===== src/rtl/tt_ternary_pkg.sv =====
// Shared definitions for the ternary-weight MAC: weight codes, FSM states
// and index widths fixed by the 7-bit ui_param encoding.
package tt_ternary_pkg;

    localparam int ACC_W_DEFAULT = 16;

    // Index widths follow ui_param: [6:3] = in_len-1, [2:0] = out_len-1.
    localparam int ROW_W = 4;
    localparam int COL_W = 3;

    localparam logic [1:0] W_ZERO = 2'b00;
    localparam logic [1:0] W_POS  = 2'b01;
    localparam logic [1:0] W_NEG  = 2'b11;

    typedef enum logic [1:0] {
        IDLE    = 2'd0,
        ACCUM   = 2'd1,
        OUT_MSB = 2'd2,
        OUT_LSB = 2'd3
    } state_t;

endpackage


===== src/rtl/tt_ternary_col.sv =====
// One output column: ternary weight decode, then load / accumulate / hold
// of a signed ACC_W-bit running sum.
module tt_ternary_col
    import tt_ternary_pkg::*;
#(
    parameter int ACC_W = ACC_W_DEFAULT
) (
    input  logic             clk,
    input  logic             rst_n,
    input  logic             load,
    input  logic             add,
    input  logic [7:0]       x,
    input  logic [1:0]       w,
    output logic [ACC_W-1:0] acc
);

    logic [ACC_W-1:0] x_ext;
    logic [ACC_W-1:0] term;
    logic [ACC_W-1:0] acc_reg;

    assign x_ext = {{(ACC_W-8){x[7]}}, x};

    // 2'b10 is an unused code and decodes to zero like W_ZERO.
    always_comb begin
        case (w)
            W_POS:   term = x_ext;
            W_NEG:   term = '0 - x_ext;
            W_ZERO:  term = '0;
            default: term = '0;
        endcase
    end

    // load replaces the sum so a new vector never inherits a stale total.
    always_ff @(posedge clk or negedge rst_n) begin
        if (!rst_n) begin
            acc_reg <= '0;
        end else if (load) begin
            acc_reg <= term;
        end else if (add) begin
            acc_reg <= acc_reg + term;
        end
    end

    assign acc = acc_reg;

endmodule


===== src/rtl/tt_um_ternary_mac.sv =====
// Ternary-weight matrix-vector MAC: streams activations in, accumulates all
// columns in parallel, then emits each column's sum as MSB/LSB byte pairs.
module tt_um_ternary_mac
    import tt_ternary_pkg::*;
#(
    parameter int MAX_IN_LEN  = 16,
    parameter int MAX_OUT_LEN = 8,
    parameter int ACC_W       = ACC_W_DEFAULT
) (
    input  logic                               clk,
    input  logic                               rst_n,
    input  logic                               ena,
    input  logic [7:0]                         ui_input,
    input  logic [6:0]                         ui_param,
    input  logic [2*MAX_IN_LEN*MAX_OUT_LEN-1:0] ui_weights,
    output logic [7:0]                         uo_output,
    output logic                               uo_valid,
    output logic                               uo_busy
);

    localparam int ROWS    = 1 << ROW_W;
    localparam int COLS    = 1 << COL_W;
    localparam int ROW_BITS = 2 * MAX_OUT_LEN;

    state_t             state_reg, state_next;
    logic [ROW_W-1:0]   row_reg, row_next;
    logic [COL_W-1:0]   col_reg, col_next;
    logic [COL_W-1:0]   out_last_reg, out_last_next;

    logic [ROW_W-1:0]   in_last;
    logic [ROW_W-1:0]   row_sel;
    logic [ROW_BITS-1:0] row_w;
    logic               col_load;
    logic               col_add;
    logic [ACC_W-1:0]   acc_sel;

    logic [ROW_BITS-1:0] weight_rows [ROWS];
    logic [ACC_W-1:0]    acc_cols    [COLS];

    assign in_last  = ui_param[6:3];
    assign col_load = (state_reg == IDLE)  && ena;
    assign col_add  = (state_reg == ACCUM) && ena;

    // Rows are padded to the full index range so row_reg never indexes out of bounds.
    genvar gi;
    generate
        for (gi = 0; gi < ROWS; gi++) begin : g_row
            if (gi < MAX_IN_LEN) begin : g_used
                assign weight_rows[gi] = ui_weights[ROW_BITS*gi +: ROW_BITS];
            end else begin : g_pad
                assign weight_rows[gi] = '0;
            end
        end
    endgenerate

    // The first activation of a vector always uses row 0, whatever row_reg holds.
    assign row_sel = (state_reg == IDLE) ? '0 : row_reg;
    assign row_w   = weight_rows[row_sel];

    generate
        for (gi = 0; gi < COLS; gi++) begin : g_col
            if (gi < MAX_OUT_LEN) begin : g_used
                tt_ternary_col #(
                    .ACC_W (ACC_W)
                ) u_col (
                    .clk   (clk),
                    .rst_n (rst_n),
                    .load  (col_load),
                    .add   (col_add),
                    .x     (ui_input),
                    .w     (row_w[2*gi +: 2]),
                    .acc   (acc_cols[gi])
                );
            end else begin : g_pad
                assign acc_cols[gi] = '0;
            end
        end
    endgenerate

    always_comb begin
        state_next    = state_reg;
        row_next      = row_reg;
        col_next      = col_reg;
        out_last_next = out_last_reg;
        case (state_reg)
            IDLE: begin
                if (ena) begin
                    row_next      = {{(ROW_W-1){1'b0}}, 1'b1};
                    col_next      = '0;
                    out_last_next = ui_param[2:0];
                    state_next    = (in_last == '0) ? OUT_MSB : ACCUM;
                end
            end
            ACCUM: begin
                if (ena) begin
                    out_last_next = ui_param[2:0];
                    if (row_reg == in_last) begin
                        row_next   = '0;
                        col_next   = '0;
                        state_next = OUT_MSB;
                    end else begin
                        row_next = row_reg + 1'b1;
                    end
                end
            end
            OUT_MSB: begin
                state_next = OUT_LSB;
            end
            OUT_LSB: begin
                if (col_reg == out_last_reg) begin
                    col_next   = '0;
                    state_next = IDLE;
                end else begin
                    col_next   = col_reg + 1'b1;
                    state_next = OUT_MSB;
                end
            end
            default: begin
                state_next = IDLE;
            end
        endcase
    end

    always_ff @(posedge clk or negedge rst_n) begin
        if (!rst_n) begin
            state_reg    <= IDLE;
            row_reg      <= '0;
            col_reg      <= '0;
            out_last_reg <= '0;
        end else begin
            state_reg    <= state_next;
            row_reg      <= row_next;
            col_reg      <= col_next;
            out_last_reg <= out_last_next;
        end
    end

    // Outputs decode purely from registers, so reset clears them at once.
    assign acc_sel  = acc_cols[col_reg];
    assign uo_valid = (state_reg == OUT_MSB) || (state_reg == OUT_LSB);
    assign uo_busy  = (state_reg != IDLE);

    always_comb begin
        case (state_reg)
            OUT_MSB: uo_output = acc_sel[15:8];
            OUT_LSB: uo_output = acc_sel[7:0];
            default: uo_output = 8'h00;
        endcase
    end

endmodule


===== config.mk =====
export PLATFORM = sky130hd
export DESIGN_NAME = tt_um_ternary_mac
export DESIGN_NICKNAME = d
export VERILOG_FILES = /design/src/rtl/tt_ternary_pkg.sv /design/src/rtl/tt_ternary_col.sv /design/src/rtl/tt_um_ternary_mac.sv
export SDC_FILE = /design/constraint.sdc
export NUM_CORES = 1
export LEC_CHECK = 0
export CORE_MARGIN = 4
export CORE_UTILIZATION = 56
export DETAILED_ROUTE_END_ITERATION = 7
export HOLD_SLACK_MARGIN = 0.15
export PLACE_DENSITY = 0.9
export RECOVER_POWER = 25
export SKIP_LAST_GASP = 1
export SYNTH_ARGS = -nofsm -noshare
export SYNTH_HDL_FRONTEND = slang
export SYNTH_SLANG_ARGS = --single-unit

===== constraint.sdc =====
create_clock -name clk -period 6.15 [get_ports clk]
set_input_delay 1.845 -clock clk [delete_from_list [all_inputs] [get_ports clk]]
set_output_delay 1.845 -clock clk [all_outputs]
set_load 0.005 [all_outputs]

==> flow_summary.rst, run 1 <==
.. list-table::
   :header-rows: 1

   * - Metric
     - Value
   * - Post-synthesis cell type count
     - 89
   * - Wirelength, routed
     - between 60000 and 70000 um
   * - Remaining Overflow, GRT
     - 0
   * - Number of cell rows
     - 63
   * - Headroom to the max-slew limit
     - -48.5%
   * - Share of cell area taken by muxes after synthesis
     - between 10% and 20%
   * - Class of the tightest hold or removal check
     - flip-flop to flip-flop
   * - Reg-to-Reg End
     - g_col[6].g_used.u_col.acc[15]
   * - Buffers plus inverters on the worst setup path
     - 2
   * - Total number of nets in the final design
     - 2831
   * - Crit-path cells
     - clkdlybuf4s50_1, nand2b_1, mux4_2, o2bb2ai_1, a22oi_1, buf_4, o21ai_0, and2_1, ha_1, nand3_1, o211ai_1, o211ai_1, a31o_2, a21oi_1, nand2_1, a211o_1, o211a_1
   * - Compound-gate portion of the synthesized area
     - 30.8%
   * - Count of pins over their slew limit
     - 37
   * - Die boundary height
     - roughly 180 um
   * - Syn Area/Cell
     - 8.06 um2
   * - Cell with the most instances on the worst path
     - sky130_fd_sc_hd__o211ai_1
   * - Routed wire per std cell
     - ~23 um
   * - Maximum VDD drop
     - roughly 0.36 mV
   * - Dominant combinational cell family by area after synthesis
     - compound AO/OA/AOI/OAI gates
   * - Synthesis-stage register bit count
     - between 100 and 150
   * - Adder-cell share of the synthesized area
     - roughly a tenth
   * - Max FFs per register
     - 128
   * - CP endpoint kind
     - flip-flop
   * - Post-detailed-route count of antenna-violating nets
     - 0
   * - Number of buffers inserted by port buffering
     - 283
   * - RSZ-0062 raised after global routing
     - yes
   * - Pwr Density
     - 739 nW/um2
   * - Data arrival time of the worst path
     - approximately 6300 ps
   * - Routability Congestion
     - 1.02
   * - Yosys warns
     - 0
   * - Die outline area
     - around 33000 um2
   * - Clock transition at path regs
     - 70 ps
   * - Non-filler cells in the finished layout
     - roughly 2800
   * - Number of endpoints with negative hold slack in the final report
     - 0
   * - DRC violations left
     - 0
   * - Number of violations of the max-capacitance limit
     - 1
   * - Number of iterations in the first detailed-routing pass
     - 7
   * - Cell count after synthesis
     - 2126
   * - Minimum setup slack among reg-to-reg paths
     - about 500 ps
   * - Type of element launching the critical path
     - input port
   * - Highest-count cells in the layout ignoring fill and taps
     - sky130_fd_sc_hd__clkdlybuf4s50_1, sky130_fd_sc_hd__a21oi_1, sky130_fd_sc_hd__nand2_1, sky130_fd_sc_hd__nor2_1, sky130_fd_sc_hd__o21ai_0
   * - Start point of the worst hold path
     - g_col[3].g_used.u_col.acc[4]
   * - Data required time at the worst endpoint
     - between 6000 and 7000 ps
   * - HPWL reported at the end of detailed placement
     - roughly 50000 um
   * - Number of antenna violations at the first check in global routing
     - 3
   * - Post-synth top flop
     - sky130_fd_sc_hd__dfrtp_1
   * - Post-layout util
     - between 70% and 80%
   * - Effective utilization at floorplan
     - around 57%
   * - Cell at the root of the clock tree
     - sky130_fd_sc_hd__clkbuf_16
   * - Post-route setup TNS
     - 0 ps
   * - Critical Path Start
     - ui_weights[83]
   * - Share of the synthesized area in the top cell type
     - 20.4%
   * - Max Fclk
     - between 150 and 200 MHz
   * - Async set-reset flop share out of synthesis
     - between 90% and 100%
   * - Maximum number of pins on one net before global-route repair
     - 140
   * - TritonCTS buffer count
     - 17
   * - Hold Slack
     - around 520 ps
   * - Number of buffers between clock root and the deepest sink
     - 2
   * - # hold bufs at CTS
     - 0
   * - Setup Crit Path Kind
     - input port to flip-flop
   * - Minimum setup slack in the final design
     - around 240 ps
   * - Worst-path maximum fanout
     - 13
   * - Final critical delay including setup and external delays
     - approximately 5900 ps
   * - Number of flops mapped to enable cells by yosys
     - 0
   * - Top-level I/O count
     - approximately 280
   * - Worst setup timing slack at the placement stage
     - -204 ps
   * - Final setup viols
     - 0
   * - Violations in the final reports
     - capacitance limit, slew limit
   * - Hold Crit Endpoint
     - g_col[3].g_used.u_col.acc[4]
   * - TritonCTS clock tree
     - done
   * - Syn nets
     - 2531
   * - Placed Instances
     - around 2800
   * - Most common cell after layout, fill and taps aside
     - sky130_fd_sc_hd__clkdlybuf4s50_1
   * - Layout cell share with drive strength beyond 1
     - 11.4%
   * - Avg Vias per Cell
     - slightly below 7
   * - Max Clock Skew
     - around 15 ps
   * - Layout-stage area growth over the synthesis result
     - 25.1%
   * - Latest clock arrival within the worst-skew pair
     - between 400 and 500 ps
   * - Outcome
     - finished, violations left
   * - Sinks on Clock Net
     - 140
   * - Simple logic cell fraction of the synthesized area
     - 17.1%
   * - Detailed router's first-iteration violation count
     - about 2200
   * - Global-route usage over all layers
     - 37.8%
   * - Measured slew at the worst slew-check pin
     - approximately 2200 ps
   * - Wire length of the first global-routing pass
     - approximately 100000 um
   * - Post-synthesis xor/xnor area fraction
     - 4.96%
   * - Vias in the first global route
     - between 15000 and 20000
   * - Seq/Total Area, Yosys
     - between 20% and 30%
   * - Critical path's top delay family
     - compound AO/OA/AOI/OAI gates
   * - H-tree level count
     - 4
   * - FF-to-FF path depth
     - 17
   * - Via total after detailed routing
     - 19100
   * - Core Region
     - between 20000 and 30000 um2
   * - Cell depth of the worst min-delay path
     - 2
   * - Worst path slowest cell
     - sky130_fd_sc_hd__mux4_2
   * - Cell taking the most area after synthesis
     - sky130_fd_sc_hd__dfrtp_1
   * - Ratio of final minimum period to clock period
     - 96.1%
   * - Width of the die
     - between 150 and 200 um
   * - Longest individual stage delay on the worst path
     - just over 500 ps
   * - Startpoint of the worst-slack reg-to-reg timing path
     - state_reg[1]
   * - Summed instance area of the synthesized netlist
     - ~17000 um2
   * - Leading cell types by total area after synthesis
     - sky130_fd_sc_hd__dfrtp_1, sky130_fd_sc_hd__ha_1, sky130_fd_sc_hd__mux4_2
   * - Leakage power of the design
     - approximately 0.0091 uW
[worst register-to-register path, cell delays in order, from the launching register on]
cell	delay [ps]
sky130_fd_sc_hd__dfrtp_1	790
sky130_fd_sc_hd__nor2_8	140
sky130_fd_sc_hd__buf_4	240
sky130_fd_sc_hd__nor2_1	890
sky130_fd_sc_hd__o21ai_1	450
sky130_fd_sc_hd__o22ai_2	400
sky130_fd_sc_hd__buf_4	240
sky130_fd_sc_hd__a21oi_1	110
sky130_fd_sc_hd__a21oi_1	230
sky130_fd_sc_hd__ha_1	300
sky130_fd_sc_hd__o21ai_0	120
sky130_fd_sc_hd__o21ai_0	170
sky130_fd_sc_hd__a2111o_1	440
sky130_fd_sc_hd__a41oi_1	290
sky130_fd_sc_hd__o21ai_0	180
sky130_fd_sc_hd__or3_1	320
sky130_fd_sc_hd__a21boi_0	170
sky130_fd_sc_hd__a211oi_1	70
[metal layers]
layer  wire (um)  part of all wire [%]  track usage [%]  up-vias
met5           0                     0                0        -
met4        3270                   5.0             17.0        0
met3        7630                    12             9.74      246
met2       29300                    45             60.1     1197
met1       24600                    38             48.8     9028
li1            -                     -                -     8594
[how the worst max path moves through the flow]
| stage | end | cells after the start |
|---|---|---|
| floorplan | g_col[7].g_used.u_col.acc[15] | 18 |
| global placement | g_col[0].g_used.u_col.acc[15] | 20 |
| detailed placement | g_col[0].g_used.u_col.acc[15] | 20 |
| CTS | g_col[0].g_used.u_col.acc[15] | 20 |
| global route | g_col[0].g_used.u_col.acc[15] | 18 |
| finish | g_col[1].g_used.u_col.acc[15] | 17 |
[timing repair]
| action | in CTS | in global routing |
|---|---|---|
| gates resized for setup | 0 | 6 |
| setup buffers | 0 | 0 |
| endpoints found under the setup margin | 0 | 7 |
[logic make-up after synthesis]
group	after synthesis
AO/OA/AOI/OAI	803
XOR/XNOR	97
adder cells (fa/ha/maj)	131
buffers and inverters	222
flip-flops	140
multiplexers	120
AND/OR/NAND/NOR	613
[synth_stat cells (all sizes together), types with 58 or more instances]
| master | n |
|---|---|
| xnor2 | 71 |
| clkbuf | 81 |
| ha | 123 |
| o21ai | 166 |
| nor2 | 172 |
| a21oi | 202 |
| nand2 | 181 |
| inv | 78 |
| dfrtp | 140 |
| mux2i | 58 |
| buf | 61 |
[area by class of cell]
cell class                      instances  area [um2]
Clock buffer                           17         425
Fill cell                            2226        8430
Inverter                               80         303
Sequential cell                       140        3510
Antenna cell                            4        10.0
Multi-Input combinational cell       1764       12600
Timing Repair Buffer                  423        3910
Clock inverter                         15         154
Tap cell                              390         488
[power breakdown]
part / internal [uW] / leakage (uW) / switching, uW
Combinational: 5740 / 0.00713 / 7050
Sequential: 1350 / 0.00168 / 639
Clock: 573 / 0.000281 / 493
[stage by stage]
step / cell area [um2] / power [uW]
after global placement: 20800 / 13700
after global routing: 21400 / 17100
after detailed placement: 20800 / 14300
after floorplan: 17100 / 10800
after CTS: 21400 / 15500
final: 21400 / 15800
(Power assumes the default switching activity.)
==> inputs of run 2 (changes only) <==
- SLEW_MARGIN: unset -> 20
==> results of run 2 <==
Same layout as run 1: the final DEF is identical, and so are final timing and power.
